[src/rtl/instr_fetch_pkg.sv]
// Shared fetch-path definitions: datapath width, default reset vector and the
// {pc, inst} record carried through the prefetch buffer.
package riscv_pkg;

  localparam int XLEN = 32;
  localparam logic [XLEN-1:0] RESET_PC_DEFAULT = 32'h0000_0000;
  localparam logic [XLEN-1:0] INST_NOP = 32'h0000_0013;

  typedef struct packed {
    logic [XLEN-1:0] pc;
    logic [XLEN-1:0] inst;
  } fetch_entry_t;

  // Fetch addresses are always word aligned; the low two bits are dropped.
  function automatic logic [XLEN-1:0] word_align(input logic [XLEN-1:0] addr);
    return {addr[XLEN-1:2], 2'b00};
  endfunction

endpackage

[src/rtl/instr_fetch_if.sv]
// Bus bundle of the fetch unit: instruction-memory port, redirect input and
// the decode-side handshake.
interface instr_fetch_if #(
  parameter int XLEN = 32
);

  // Decode handshake: an instruction transfers on every cycle where if_valid
  // and if_ready are both high. While if_valid is high and no transfer occurs,
  // if_pc/if_inst stay stable unless a redirect or reset flushes the buffer.
  // The memory port has no ready: each imem_req is answered by imem_rdata on
  // the very next cycle.
  logic            imem_req;
  logic [XLEN-1:0] imem_addr;
  logic [XLEN-1:0] imem_rdata;
  logic            redirect_valid;
  logic [XLEN-1:0] redirect_pc;
  logic            if_valid;
  logic            if_ready;
  logic [XLEN-1:0] if_pc;
  logic [XLEN-1:0] if_inst;

  modport master (
    output imem_req,
    output imem_addr,
    input  imem_rdata,
    input  redirect_valid,
    input  redirect_pc,
    output if_valid,
    input  if_ready,
    output if_pc,
    output if_inst
  );

  modport slave (
    input  imem_req,
    input  imem_addr,
    output imem_rdata,
    output redirect_valid,
    output redirect_pc,
    input  if_valid,
    output if_ready,
    input  if_pc,
    input  if_inst
  );

endinterface

[src/rtl/instr_fetch_fifo.sv]
// Prefetch buffer: DEPTH-entry synchronous FIFO of {pc, inst} records with
// same-cycle push/pop, synchronous flush and asynchronous reset.
module fetch_fifo
  import riscv_pkg::*;
#(
  parameter int DEPTH = 2
) (
  input  logic                    clk,
  input  logic                    rst,
  input  logic                    flush,
  input  logic                    push,
  input  fetch_entry_t            push_data,
  input  logic                    pop,
  output fetch_entry_t            head,
  output logic [$clog2(DEPTH):0]  count
);

  localparam int AW = $clog2(DEPTH);
  localparam int CW = AW + 1;

  fetch_entry_t  mem [DEPTH];
  logic [AW-1:0] wr_ptr;
  logic [AW-1:0] rd_ptr;

  // Flush wins over a same-cycle push: a response landing with a redirect is stale.
  always_ff @(posedge clk or posedge rst) begin
    if (rst) begin
      for (int i = 0; i < DEPTH; i++) begin
        mem[i] <= '0;
      end
      wr_ptr <= '0;
      rd_ptr <= '0;
      count  <= '0;
    end else if (flush) begin
      wr_ptr <= '0;
      rd_ptr <= '0;
      count  <= '0;
    end else begin
      if (push) begin
        mem[wr_ptr] <= push_data;
        wr_ptr      <= wr_ptr + AW'(1);
      end
      if (pop) begin
        rd_ptr <= rd_ptr + AW'(1);
      end
      count <= count + CW'(push) - CW'(pop);
    end
  end

  assign head = mem[rd_ptr];

endmodule

[src/rtl/instr_fetch.sv]
// Instruction-fetch front end: owns the fetch PC, issues one-cycle-latency
// word reads and feeds decode from a small prefetch buffer.
module instr_fetch #(
  parameter int              XLEN     = riscv_pkg::XLEN,
  parameter logic [XLEN-1:0] RESET_PC = riscv_pkg::RESET_PC_DEFAULT,
  parameter int              DEPTH    = 2
) (
  input logic           clk,
  input logic           rst,
  instr_fetch_if.master bus
);

  localparam int CW    = $clog2(DEPTH) + 1;
  localparam int OCC_W = CW + 1;

  logic [XLEN-1:0]        fetch_pc;
  logic [XLEN-1:0]        pend_pc;
  logic                   inflight;
  logic                   kill;
  logic [CW-1:0]          fifo_count;
  logic                   pop;
  logic                   push;
  logic [OCC_W-1:0]       occupancy;
  riscv_pkg::fetch_entry_t push_entry;
  riscv_pkg::fetch_entry_t head;

  assign pop = bus.if_valid && bus.if_ready;

  // Slots already committed once this cycle's pop leaves; a new request is
  // only allowed when its response is guaranteed a free entry.
  assign occupancy = {1'b0, fifo_count} + OCC_W'(inflight) - OCC_W'(pop);

  assign bus.imem_req  = !rst && !bus.redirect_valid && (occupancy < OCC_W'(DEPTH));
  assign bus.imem_addr = fetch_pc;

  assign push = inflight && !kill;

  always_comb begin
    push_entry      = '0;
    push_entry.pc   = pend_pc;
    push_entry.inst = bus.imem_rdata;
  end

  always_ff @(posedge clk or posedge rst) begin
    if (rst) begin
      fetch_pc <= RESET_PC;
      pend_pc  <= '0;
      inflight <= 1'b0;
      kill     <= 1'b0;
    end else begin
      inflight <= bus.imem_req;
      kill     <= bus.redirect_valid;
      if (bus.redirect_valid) begin
        fetch_pc <= riscv_pkg::word_align(bus.redirect_pc);
      end else if (bus.imem_req) begin
        pend_pc  <= fetch_pc;
        fetch_pc <= fetch_pc + XLEN'(4);
      end
    end
  end

  fetch_fifo #(
    .DEPTH (DEPTH)
  ) u_fifo (
    .clk       (clk),
    .rst       (rst),
    .flush     (bus.redirect_valid),
    .push      (push),
    .push_data (push_entry),
    .pop       (pop),
    .head      (head),
    .count     (fifo_count)
  );

  assign bus.if_valid = (fifo_count != '0);
  assign bus.if_pc    = head.pc;
  assign bus.if_inst  = head.inst;

endmodule

[src/flat_wrapper.sv]
// flat-port wrapper written by rule: the top's interface ports become plain ports
module instr_fetch_flat 
#(
  parameter int              XLEN     = riscv_pkg::XLEN,
  parameter logic [XLEN-1:0] RESET_PC = riscv_pkg::RESET_PC_DEFAULT,
  parameter int              DEPTH    = 2
)
  (clk, rst, bus_imem_req, bus_imem_addr, bus_imem_rdata, bus_redirect_valid, bus_redirect_pc, bus_if_valid, bus_if_ready, bus_if_pc, bus_if_inst);
  instr_fetch_if #(.XLEN(XLEN)) bus_i ();
  input logic clk;
  input logic rst;
  output wire logic [$bits(bus_i.imem_req)-1:0] bus_imem_req;
  output wire logic [$bits(bus_i.imem_addr)-1:0] bus_imem_addr;
  input wire logic [$bits(bus_i.imem_rdata)-1:0] bus_imem_rdata;
  input wire logic [$bits(bus_i.redirect_valid)-1:0] bus_redirect_valid;
  input wire logic [$bits(bus_i.redirect_pc)-1:0] bus_redirect_pc;
  output wire logic [$bits(bus_i.if_valid)-1:0] bus_if_valid;
  input wire logic [$bits(bus_i.if_ready)-1:0] bus_if_ready;
  output wire logic [$bits(bus_i.if_pc)-1:0] bus_if_pc;
  output wire logic [$bits(bus_i.if_inst)-1:0] bus_if_inst;
  assign bus_imem_req = bus_i.imem_req;
  assign bus_imem_addr = bus_i.imem_addr;
  assign bus_i.imem_rdata = bus_imem_rdata;
  assign bus_i.redirect_valid = bus_redirect_valid;
  assign bus_i.redirect_pc = bus_redirect_pc;
  assign bus_if_valid = bus_i.if_valid;
  assign bus_i.if_ready = bus_if_ready;
  assign bus_if_pc = bus_i.if_pc;
  assign bus_if_inst = bus_i.if_inst;
  instr_fetch #(.XLEN(XLEN), .RESET_PC(RESET_PC), .DEPTH(DEPTH)) u_core (.clk(clk), .rst(rst), .bus(bus_i));
endmodule
[config.mk]
export PLATFORM = sky130hd
export DESIGN_NAME = instr_fetch_flat
export DESIGN_NICKNAME = d
export VERILOG_FILES = /design/src/rtl/instr_fetch_pkg.sv /design/src/rtl/instr_fetch_if.sv /design/src/rtl/instr_fetch_fifo.sv /design/src/rtl/instr_fetch.sv /design/src/flat_wrapper.sv
export SDC_FILE = /design/constraint.sdc
export NUM_CORES = 1
export LEC_CHECK = 0
export ABC_AREA = 1
export CORE_AREA = 2 2 146 148
export CTS_CLUSTER_SIZE = 30
export DETAILED_ROUTE_END_ITERATION = 10
export DIE_AREA = 0 0 148 150
export HOLD_SLACK_MARGIN = 0.02
export PLACE_DENSITY = 0.67
export SLEW_MARGIN = 10
export SYNTH_ARGS = -nofsm -noshare
export SYNTH_HDL_FRONTEND = slang
export SYNTH_SLANG_ARGS = --single-unit
[constraint.sdc]
create_clock -name clk -period 9.9 [get_ports clk]
set_input_delay 1.485 -clock clk [delete_from_list [all_inputs] [get_ports clk]]
set_output_delay 1.485 -clock clk [all_outputs]
set_load 0.02 [all_outputs]
# After elaboration in Yosys (flattened, before gate mapping)

Index checks and enable logic that the tools add are counted.

Add/sub/neg operators: 7
Magnitude comparators: 4
Multiplexer cells: 13
Bitwise logic cells: 3
Reduce and logical (&&, ||, !) cells: 14

Operator list:

| operator                                           | count |
|---|---|
| 2-to-1 mux 64 bit                                  | 4 |
| bitwise mux 128 bit                                | 1 |
| demux 64 bit (select 1 bit)                        | 1 |
| 2-to-1 mux 32 bit                                  | 2 |
| adder 32 x 3 -> 32 bit, second input constant      | 1 |
| nonzero test 2 bit                                 | 4 |
| logical AND 1 bit                                  | 5 |
| >= comparator 2 bit, second input constant         | 2 |
| 2-to-1 mux 1 bit                                   | 4 |
| inverter 1 -> 2 bit                                | 2 |
| AND reduction 2 bit                                | 2 |
| adder 2 x 1 -> 3 bit                               | 1 |
| zero test 1 bit                                    | 3 |
| < comparator 3 x 2 -> 1 bit, second input constant | 1 |
| subtractor 3 x 1 -> 3 bit                          | 1 |
| adder 1 bit, second input constant                 | 2 |
| adder 2 x 1 -> 2 bit                               | 1 |
| < comparator 2 x 1 -> 1 bit, second input constant | 1 |
| 2-to-1 mux 2 bit                                   | 1 |
| subtractor 2 x 1 -> 2 bit                          | 1 |
| inverter 1 bit                                     | 1 |

Flip-flop bits (word level): 198
Bits of input ports: 68
Output and inout bits: 98
Logic and storage cells: 52

# Depth between registers and ports, before layout

Gate-level depths: netlist of run 1.

Depth in word-level cells: 7
Gate-level depth with buffers: 15

# Modules after synthesis

A second synthesis of run 1 with hierarchy kept.

Cell total of the unflattened synthesis: 1,071
Area total of the unflattened synthesis: 9,658.0 µm²

By module, submodules not included:

| module      | instances | cells each | area each (µm²) | seq. area each (µm²) |
|---|---|---|---|---|
| fetch_fifo  | 1         | 574        | 6,085.8         | 3,303.2 |
| instr_fetch | 1         | 497        | 3,572.2         | 1,551.5 |

# Worst setup path after synthesis of run 1

Ideal clock, no wire load.

Path kind: in2out
From: input port rst
To: output port bus_imem_req
Arrival: 6,565 ps
Slack: 1,850 ps
Cell stages on the path: 6
Buffers on the path: 1
Cell sequence: inv_1 nand2_1 nor2_4 nand2_4 inv_2 buf_2

Longest elaborated chain between the ends: 3

Ends and longest elaborated chain:

| element                        | line               | text |
|---|---|---|
| from (decl)                    | flat_wrapper.sv:11 | `input logic rst;` |
| zero test 1 bit                | instr_fetch.sv:33  | `assign bus.imem_req = !rst && !bus.redirect_valid && (occupancy < OCC_W'(DEPTH));` |
| logical AND 1 bit (2 in a row) | instr_fetch.sv:33  |  |
| to (decl)                      | flat_wrapper.sv:12 | `output wire logic [$bits(bus_i.imem_req)-1:0] bus_imem_req;` |

No other way between the ends.

# Worst setup path after layout of run 1

From: input port bus_if_ready
To: output port bus_imem_req

Longest elaborated chain between the ends: 4

Ends and longest elaborated chain:

| element                     | line               | text |
|---|---|---|
| from (decl)                 | flat_wrapper.sv:18 | `input wire logic [$bits(bus_i.if_ready)-1:0] bus_if_ready;` |
| logical AND 1 bit           | instr_fetch.sv:27  | `assign pop = bus.if_valid && bus.if_ready;` |
| subtractor 3 x 1 -> 3 bit   | instr_fetch.sv:31  | `assign occupancy = {1'b0, fifo_count} + OCC_W'(inflight) - OCC_W'(pop);` |
| < comparator 3 x 2 -> 1 bit | instr_fetch.sv:33  |  |
| logical AND 1 bit           | instr_fetch.sv:33  |  |

No other way between the ends.

==> results of run 1 <==
-- cell usage after synthesis (all sizes together) --
master and instances:
buf 29, clkbuf 30, clkinv 1, fa 1
ha 3, nand3b 1, xor2 3, nand2 481
o21ai 159, inv 130, a21oi 14, nand3 62
xnor2 1, dfrtp 190, and2 1, or2 2
nor2 73, conb 1, o211ai 4, nand4 1
-- cells by family (layout without fill, tap and decap cells) --
kind of cell / after synthesis / in the layout / share of synthesized area
XOR/XNOR: 4 / 4 / 0.00384
flip-flops: 190 / 190 / 0.522
AO/OA/AOI/OAI: 177 / 177 / 0.0983
buffers and inverters: 190 / 328 / 0.0910
AND/OR/NAND/NOR: 621 / 621 / 0.279
other: 1 / 4 / 0.000411
adder cells (fa/ha/maj): 4 / 4 / 0.00631
-- power by group --
part           leakage, nW  internal [mW]  total [mW]  switching (mW)
clock                0.279          0.391       0.678           0.286
combinational         2.90          0.574        1.40           0.826
sequential            2.43           1.07        1.26           0.194
-- placed cells by master (no fill, tap or decap) --
master and count:
ha_1 3, inv_4 1, xor2_1 3, nand3b_1 1
inv_6 2, clkdlybuf4s50_1 159, nand3_4 1, o21ai_0 124
and2_1 1, a21oi_1 14, clkinv_1 1, nor2_1 59
inv_1 126, clkbuf_1 2, clkinv_4 1, clkinvlp_4 3
nor2_4 7, or2_2 2, o211ai_1 4, conb_1 4
nand2_1 473, clkbuf_8 3, nand2_2 4, xnor2_1 1
buf_4 7, dfrtp_1 189, nand3_1 61, o21ai_1 35
dfrtp_2 1, fa_1 1, nor2_2 7, nand2_4 4
clkbuf_16 17, clkinv_2 2, bufinv_16 2, nand4_1 1
inv_2 2
-- worst min-delay path, delay by kind of cell, from the launching register on --
family           cells  cell delay [ns]
AND/OR/NAND/NOR      1             0.05
AO/OA/AOI/OAI        1             0.06
flip-flops           1             0.34
-- worst paths after layout --
| check | start | to | slack (ns) | cells after the start |
|---|---|---|---|---|
| worst min register to register | u_core.u_fifo.mem[2] | u_core.u_fifo.mem[2] | 0.48 | 2 |
| worst max register to register | u_core.u_fifo.count[1] | u_core.bus.imem_addr[8] | 6.66 | 12 |
| worst min-delay path | u_core.u_fifo.mem[2] | u_core.u_fifo.mem[2] | 0.48 | 2 |
| min in group asynchronous | rst | u_core.u_fifo.mem[77] | 1.52 | 2 |
| max in group asynchronous | rst | u_core.u_fifo.rd_ptr | 6.28 | 4 |
| worst max-delay path | bus_if_ready | bus_imem_req | 3.61 | 10 |
-- routing by layer --
metal	vias up	part of all wire	wire length [µm]	track usage
met4	0	0.017	367	0.0586
met1	3488	0.49	10600	0.296
li1	3921	-	-	-
met5	-	0	0	0
met2	212	0.45	9700	0.304
met3	29	0.050	1100	0.0335
-- sequential cells by signal, indices dropped and copies added (netlist names) --
register / flops
u_core.bus.imem_addr: 30
u_core.inflight: 1
u_core.kill: 1
u_core.pend_pc: 30
u_core.u_fifo.count: 2
u_core.u_fifo.mem: 124
u_core.u_fifo.rd_ptr: 1
u_core.u_fifo.wr_ptr: 1
-- metrics by stage --
step / total power, mW / setup slack (ns)
CTS: 3.38 / 3.56
detailed placement: 2.69 / 3.57
global route: 3.59 / 3.34
global placement: 2.66 / 3.59
floorplan: 2.10 / 1.85
finish: 3.34 / 3.61
-- area by class of cell --
type | instances | area share
tap | 275 | 0.0302
clock buffer | 22 | 0.0417
inverter | 131 | 0.0439
sequential | 190 | 0.418
timing repair buffer | 166 | 0.145
multi-input combinational | 810 | 0.312
clock inverter | 9 | 0.00968
==> results by group, run 1 <==
Outcome
  • Status: finished clean

Synth
  • Syn. warnings: 0
  • Cell taking the most area after synthesis: dfrtp_1
  • Yosys cell types: 30
  • Mapped Cells: 1187
  • Syn_area_per_cell: 7.68 µm²
  • #FFs+latches synth: 190
  • Sequential share of the synthesized area: 0.522
  • Synthesized area: 0.00912 mm²
  • Top cells by area, synth: dfrtp_1 52%, nand2_1 19%, o21ai_0 6.8%
  • Synth top area share: 0.522

Cells and area
  • Layout area overhead: 24.8%
  • Final #Nets: 1388
  • Sequential cell area: 0.00476 mm²
  • Util after Layout: 0.550
  • Final non-filler cell area: 0.0114 mm²
  • Footprint of the multi-input gates: 0.00355 mm²
  • Share of layout cells above drive strength 1: 0.0497
  • Fillers: 2021
  • Non-Filler Instances: 1603
  • Ant diodes: 0

Timing
  • Slew HR: 0.252
  • Post-route clock period utilization: 0.635
  • Hold Fails Final Rpt: 0
  • Slew Limit Fails: 0
  • Total negative slack: 0 ns
  • RSZ-0062 raised after global routing: no
  • FMAX: 0.159 GHz
  • WHS: 0.482 ns
  • Setup Skew: 0.00861 ns
  • Tmin final: 6.29 ns
  • Slew @ Worst Pin: 1.12 ns
  • Final setup violating endpoints: 0

Clocking
  • Post-CTS Repair Setup Buffers: 0
  • Clk buf depth: 2
  • Hold Buf Count CTS: 0
  • Clk Latency, worst-skew pair: 0.43 ns
  • H-tree depth: 4
  • Post_cts resized: 0
  • CTS sink cnt: 190
  • Clock transition at path regs: 0.06 ns
  • Clock Tree Root: clkbuf_16
  • CTS tree: yes
  • CTS buffer count: 17

Routing
  • Total routed wirelength: 21800 µm
  • Vias per cell: 4.77
  • # DRC: 0
  • Antenna-violating nets left: 0
  • First-pass iteration count of the detailed router: 4
  • DRT iter0 DRCs: 452
  • DR vias: 7650
  • Routed length per instance: 13.6 µm

Place
  • DP Area: 0.0108 mm²
  • Placed instance count: 1572
  • RePlAce Congestion: 0.866
  • Post-DP HPWL: 14300 µm
  • Number of port buffers: 159

Setup path
  • CP startpoint kind: primary input
  • Worst path slowest cell: clkdlybuf4s50_1
  • Worst path top cell family by delay: buffers and inverters
  • Crit path capture type: primary output
  • Slowest cell delay on critical path: 0.70 ns
  • Worst Path Buf+Inv: 3
  • CP Class: primary input to primary output
  • CP required: 8.42 ns
  • CP max FO: 80
  • Worst EP arrival: 4.80 ns
  • Critical-path cell list: clkdlybuf4s50_1 -> nand2_1 -> nor2_1 -> o21ai_0 -> fa_1 -> nand2_1 -> nor2_4 -> nand2_4 -> inv_2 -> clkdlybuf4s50_1

Floorplan
  • Row cnt: 53
  • I/O pins: 166
  • DIE AREA: 0.0222 mm²
  • Core Region: 0.0207 mm²
  • Height of the chip: 150 µm
  • Starting Density: 0.441
  • Die Width: 148 µm

Global route
  • Vias in the first global route: 7068
  • Total track usage: 0.200
  • Largest net degree at the start of global routing: 125
  • Antenna violations before repair: 0
  • GRT Residual Overflow: 0
  • Global-route wire length before repair: 35600 µm

Power
  • Leak pwr: 5.62 nW
  • Pwr dens: 294 mW/mm²
  • Worst VDD drop: 0.000114 V

Hold path
  • Hold Path Class: flip-flop to flip-flop

Job
  • MaxCap Viol Count: 0
Power figures use the tool's default switching activity.
==> run 2, diff against run 1 <==
==> constraint.sdc (replaced) <==
create_clock -name clk -period 6.3 [get_ports clk]
set_input_delay 0.945 -clock clk [delete_from_list [all_inputs] [get_ports clk]]
set_output_delay 0.945 -clock clk [all_outputs]
set_load 0.02 [all_outputs]
==> run 2 against run 1 <==
Clock power grew 58%. First-iteration DRC count grew 27%. Sequential power grew 57%. Worst hold slack gained 0.0016 ns. Routed wire length grew 0.54%. Largest power group unchanged. Sequential share of layout area is essentially flat. Clock-buffer cell count shrank 4. Cell count grew 0.12%. Utilization is essentially flat.
==> results by group, run 2 (same netlist as run 1, synthesis figures left out) <==
Outcome
  • Status: finished clean

Setup path
  • Crit path capture type: primary output
  • CP Class: primary input to primary output
  • CP required: 5.35 ns
  • Reg2reg setup slack: 3.05 ns
  • CP startpoint kind: primary input
  • Worst Path Buf+Inv: 3
  • Worst EP arrival: 3.83 ns
  • Slowest cell delay on critical path: 0.62 ns
  • Worst path top cell family by delay: buffers and inverters
  • Critical-path cell list: clkdlybuf4s50_1 -> nand2_1 -> nor2_1 -> o21ai_0 -> fa_1 -> nand2_1 -> nor2_4 -> nand2_4 -> inv_2 -> clkdlybuf4s50_1
  • Worst path slowest cell: clkdlybuf4s50_1
  • CP max FO: 80

Routing
  • Vias per cell: 4.83
  • First-pass iteration count of the detailed router: 4
  • Antenna-violating nets left: 0
  • DRT iter0 DRCs: 575
  • Met1 WL: 10700 µm
  • DR vias: 7745
  • Met3 WL: 1120 µm
  • Routed length per instance: 13.7 µm
  • Routed wl met2: 9750 µm
  • Top Metal Used: met4
  • Total routed wirelength: 21900 µm
  • # DRC: 0

Cells and area
  • Final #Nets: 1389
  • Sequential cell area: 0.00476 mm²
  • Commonest non-fill, non-tap cell in the layout: nand2_1
  • Footprint of the multi-input gates: 0.00355 mm²
  • Fillers: 2001
  • Most frequent cells in the layout: 473 x nand2_1, 189 x dfrtp_1, 159 x clkdlybuf4s50_1
  • Share of layout cells above drive strength 1: 0.0519
  • Largest register FFs: 124
  • Final non-filler cell area: 0.0114 mm²
  • Non-Filler Instances: 1605
  • Largest register by flop count: u_core.u_fifo.mem
  • Ant diodes: 0
  • Layout area overhead: 24.8%

Power
  • Pwr dens: 463 mW/mm²
  • Worst VDD drop: 0.000195 V
  • Leak pwr: 5.62 nW

Global route
  • Global-route wire length before repair: 36000 µm
  • GRT Residual Overflow: 0
  • Largest net degree at the start of global routing: 84
  • Antenna violations before repair: 0
  • Total track usage: 0.203
  • Vias in the first global route: 7159

Timing
  • Post-route clock period utilization: 0.758
  • Hold Fails Final Rpt: 0
  • Slew HR: 0.300
  • Final setup violating endpoints: 0
  • RSZ-0062 raised after global routing: no
  • Final worst slack: 1.53 ns
  • Total negative slack: 0 ns
  • Slew @ Worst Pin: 1.05 ns
  • Tmin final: 4.77 ns
  • Slew Limit Fails: 0
  • FMAX: 0.210 GHz
  • Setup Skew: 0.00773 ns

Clocking
  • CTS sink cnt: 190
  • Post_cts resized: 0
  • Clk buf depth: 2
  • Clock transition at path regs: 0.07 ns
  • CTS tree: yes
  • Clock Tree Root: clkbuf_16
  • H-tree depth: 4
  • CTS buffer count: 17
  • Hold Buf Count CTS: 0
  • Post-CTS Repair Setup Buffers: 0
  • Clk Latency, worst-skew pair: 0.42 ns

Place
  • RePlAce Congestion: 0.903
  • Post-DP HPWL: 14400 µm
  • DP Area: 0.0108 mm²
  • Placed instance count: 1573
  • Worst slack at placement: 1.51 ns
  • Number of port buffers: 159

Floorplan
  • DIE AREA: 0.0222 mm²
  • Row cnt: 53
  • Die Width: 148 µm
  • Core Region: 0.0207 mm²
  • Height of the chip: 150 µm
  • Starting Density: 0.441
  • I/O pins: 166

Job
  • MaxCap Viol Count: 0

Hold path
  • Hold Path Class: flip-flop to flip-flop
run 2: cell count changes in the layout (fill, tap and decap cells not counted), sizes merged:
cell / before / now
clkbuf: 22 / 18
clkinvlp: 3 / 4
buf: 7 / 8
inv: 131 / 135
run 2: power by group:
part           internal, mW  switching, mW  total (mW)
Clock                 0.592          0.480        1.07
Sequential             1.68          0.302        1.98
Combinational         0.906           1.30        2.21
Total                  3.18           2.09        5.26
run 2: final cells by class:
class,instances,area share
multi-input cells,810,0.312
clock buffers,18,0.0377
well taps,275,0.0302
inverters,131,0.0438
flip-flops and latches,190,0.418
repair buffers,167,0.145
clock inverters,14,0.0135
run 2: final timing paths:
kind,start,end,depth (start not counted)
worst max-delay path,bus_if_ready,bus_imem_req,10
worst min-delay path,u_core.u_fifo.mem[105],u_core.u_fifo.mem[105],2
worst max register to register,u_core.u_fifo.count[1],u_core.bus.imem_addr[17],12
worst min register to register,u_core.u_fifo.mem[105],u_core.u_fifo.mem[105],2
max in group asynchronous,rst,u_core.u_fifo.mem[71],4
min in group asynchronous,rst,u_core.u_fifo.mem[86],2
run 2: per-layer routing:
metal / vias up / GRT usage
li1: 3929 / -
met1: 3578 / 0.292
met2: 220 / 0.314
met3: 18 / 0.0363
met4: 0 / 0.0614
met5: - / 0
run 2: per-stage QoR:
stage                     hold slack, ns   util  power [mW]
after floorplan                    0.453      -        3.30
after global placement             0.464  0.522        4.18
after detailed placement           0.472  0.522        4.22
after CTS                          0.489  0.550        5.32
after global routing               0.503  0.550        5.65
final                              0.484  0.550        5.26
run 2: tightest hold or removal path, stage by stage (launching register included):
cell,delay (ns)
dfrtp_1,0.34
nand2_1,0.05
o21ai_0,0.06
==> run 3, diff against run 2 <==
--- a/config.mk
+++ b/config.mk
@@ -11,7 +11,7 @@
 export DETAILED_ROUTE_END_ITERATION = 10
 export DIE_AREA = 0 0 148 150
 export HOLD_SLACK_MARGIN = 0.02
-export PLACE_DENSITY = 0.67
+export PLACE_DENSITY = 0.7
 export SLEW_MARGIN = 10
 export SYNTH_ARGS = -nofsm -noshare
 export SYNTH_HDL_FRONTEND = slang
==> constraint.sdc (replaced) <==
create_clock -name clk -period 4.1 [get_ports clk]
set_input_delay 0.615 -clock clk [delete_from_list [all_inputs] [get_ports clk]]
set_output_delay 0.615 -clock clk [all_outputs]
set_load 0.02 [all_outputs]
==> run 3 against run 2 <==
Via count is 1.1% lower. Sequential power is 54% higher. Clock-buffer cell count is 1 lower. Worst hold slack worse by 0.00054 ns. Clock skew is 0.0037 ns higher. Global-route usage hardly changed. Flip-flop and latch count stayed put. Largest power group unchanged.
==> results by group, run 3 (same netlist as run 1, synthesis figures left out) <==
Floorplan
  • Starting Density: 0.441
  • Die Width: 148 µm
  • I/O pins: 166
  • DIE AREA: 0.0222 mm²
  • Height of the chip: 150 µm
  • Core Region: 0.0207 mm²
  • Row cnt: 53

Cells and area
  • Most frequent cells in the layout: 473 x nand2_1, 189 x dfrtp_1, 159 x clkdlybuf4s50_1
  • Commonest non-fill, non-tap cell in the layout: nand2_1
  • Ant diodes: 0
  • Final #Nets: 1391
  • Fillers: 1986
  • Share of layout cells above drive strength 1: 0.0563
  • Largest register by flop count: u_core.u_fifo.mem
  • Non-Filler Instances: 1607
  • Layout area overhead: 25.7%
  • Largest register FFs: 124

Routing
  • Routed length per instance: 13.5 µm
  • Total routed wirelength: 21700 µm
  • First-pass iteration count of the detailed router: 6
  • DR vias: 7663
  • Vias per cell: 4.77
  • DRT iter0 DRCs: 533
  • # DRC: 0
  • Antenna-violating nets left: 0

Setup path
  • Worst EP arrival: 3.01 ns
  • Crit path capture type: primary output
  • CP startpoint kind: flip-flop
  • Reg2reg setup slack: 0.82 ns
  • CP Class: flip-flop to primary output
  • R2R Path End: u_core.bus.imem_addr[18]
  • Worst path most repeated cell: nand2_1
  • Critical-path cell list: or2_2 -> nand2_1 -> inv_1 -> nor2_1 -> o21ai_0 -> fa_1 -> nand2_1 -> nor2_4 -> nand2_4 -> inv_4 -> clkdlybuf4s50_1
  • Worst R2R Path Depth: 13
  • RR Startpoint: u_core.u_fifo.count[1]
  • Worst path slowest cell: clkdlybuf4s50_1
  • Slowest cell delay on critical path: 0.61 ns
  • CP max FO: 5
  • CP required: 3.48 ns

Timing
  • WHS: 0.483 ns
  • Slew Limit Fails: 0
  • Final setup violating endpoints: 0
  • Tmin final: 3.63 ns
  • Slew @ Worst Pin: 1.10 ns
  • FMAX: 0.276 GHz
  • RSZ-0062 raised after global routing: no
  • Post-route clock period utilization: 0.884
  • Hold Fails Final Rpt: 0
  • Setup Skew: 0.0114 ns
  • Final worst slack: 0.474 ns
  • Slew HR: 0.265

Clocking
  • H-tree depth: 4
  • Post_cts resized: 0
  • Clk Latency, worst-skew pair: 0.43 ns
  • Clock transition at path regs: 0.07 ns
  • CTS tree: yes
  • Clock Tree Root: clkbuf_16
  • Post-CTS Repair Setup Buffers: 0
  • CTS buffer count: 17
  • CTS sink cnt: 190
  • Clk buf depth: 2
  • Hold Buf Count CTS: 0

Hold path
  • WHS Endpoint: u_core.u_fifo.mem[61]
  • Hold path start: u_core.u_fifo.mem[61]
  • Worst hold path depth: 2
  • Hold Path Class: flip-flop to flip-flop

Power
  • Leak pwr: 5.65 nW
  • Pwr dens: 711 mW/mm²
  • Worst VDD drop: 0.000345 V
  • Tot Pwr: 8.15 mW

Place
  • Post-DP HPWL: 14300 µm
  • RePlAce Congestion: 0.877
  • Number of port buffers: 159
  • Worst slack at placement: 0.434 ns
  • Placed instance count: 1575

Global route
  • Global-route wire length before repair: 35900 µm
  • Vias in the first global route: 7233
  • Largest net degree at the start of global routing: 191
  • Total track usage: 0.203
  • Antenna violations before repair: 0
  • GRT Residual Overflow: 0

Outcome
  • Status: finished clean

Job
  • MaxCap Viol Count: 0
-- run 3: cell types whose count changed in the layout (fill, tap and decap cells not counted), sizes merged --
cell | previous run | this run
buf | 8 | 10
clkbuf | 18 | 17
clkinvlp | 4 | 3
inv | 135 | 137
-- run 3: power by group --
part | switching [mW] | internal, mW
Combinational | 2.00 | 1.41
Clock | 0.761 | 0.920
Sequential | 0.471 | 2.58
Total | 3.23 | 4.91
-- run 3: metal layers --
layer  routed length, µm  global-route usage  vias up
li1                    -                   -     3939
met1               10500               0.296     3476
met2                9670               0.311      225
met3                1090              0.0308       23
met4                 340              0.0714        0
met5                   0                   0        -
-- run 3: critical path, delay by kind of cell (launching register included) --
| kind | cells | cell delay, ns |
|---|---|---|
| compound gates | 1 | 0.10 |
| simple gates | 6 | 0.80 |
| buf+inv | 3 | 0.75 |
| fa+ha+maj | 1 | 0.49 |
| flops | 1 | 0.45 |
-- run 3: stage by stage --
step	setup TNS (ns)	instance area, µm²	util
3_5_place_dp	0	10900	0.525
2_1_floorplan	-15.77	9170	-
3_3_place_gp	0	10900	0.525
4_1_cts	0	11500	0.554
5_1_grt	0	11500	0.554
6_report	0	11500	0.554
-- run 3: layout make-up --
class | count | area (µm²) | area share
sequential | 190 | 4760 | 0.415
inverter | 131 | 500 | 0.0437
clock inverter | 15 | 171 | 0.0150
multi-input combinational | 810 | 3560 | 0.311
clock buffer | 17 | 425 | 0.0371
tap | 275 | 344 | 0.0300
timing repair buffer | 169 | 1700 | 0.149
-- run 3: worst max path at each step --
stage	from	endpoint	slack, ns	cells past startpoint
6_report	u_core.u_fifo.count[1]	bus_imem_req	0.47	11
5_1_grt	u_core.u_fifo.count[1]	bus_imem_req	0.27	11
4_1_cts	u_core.u_fifo.count[1]	bus_imem_req	0.44	11
3_5_place_dp	bus_if_ready	u_core.bus.imem_addr[17]	0.43	14
3_3_place_gp	bus_if_ready	u_core.bus.imem_addr[17]	0.46	14
2_1_floorplan	rst	bus_imem_req	-0.60	6
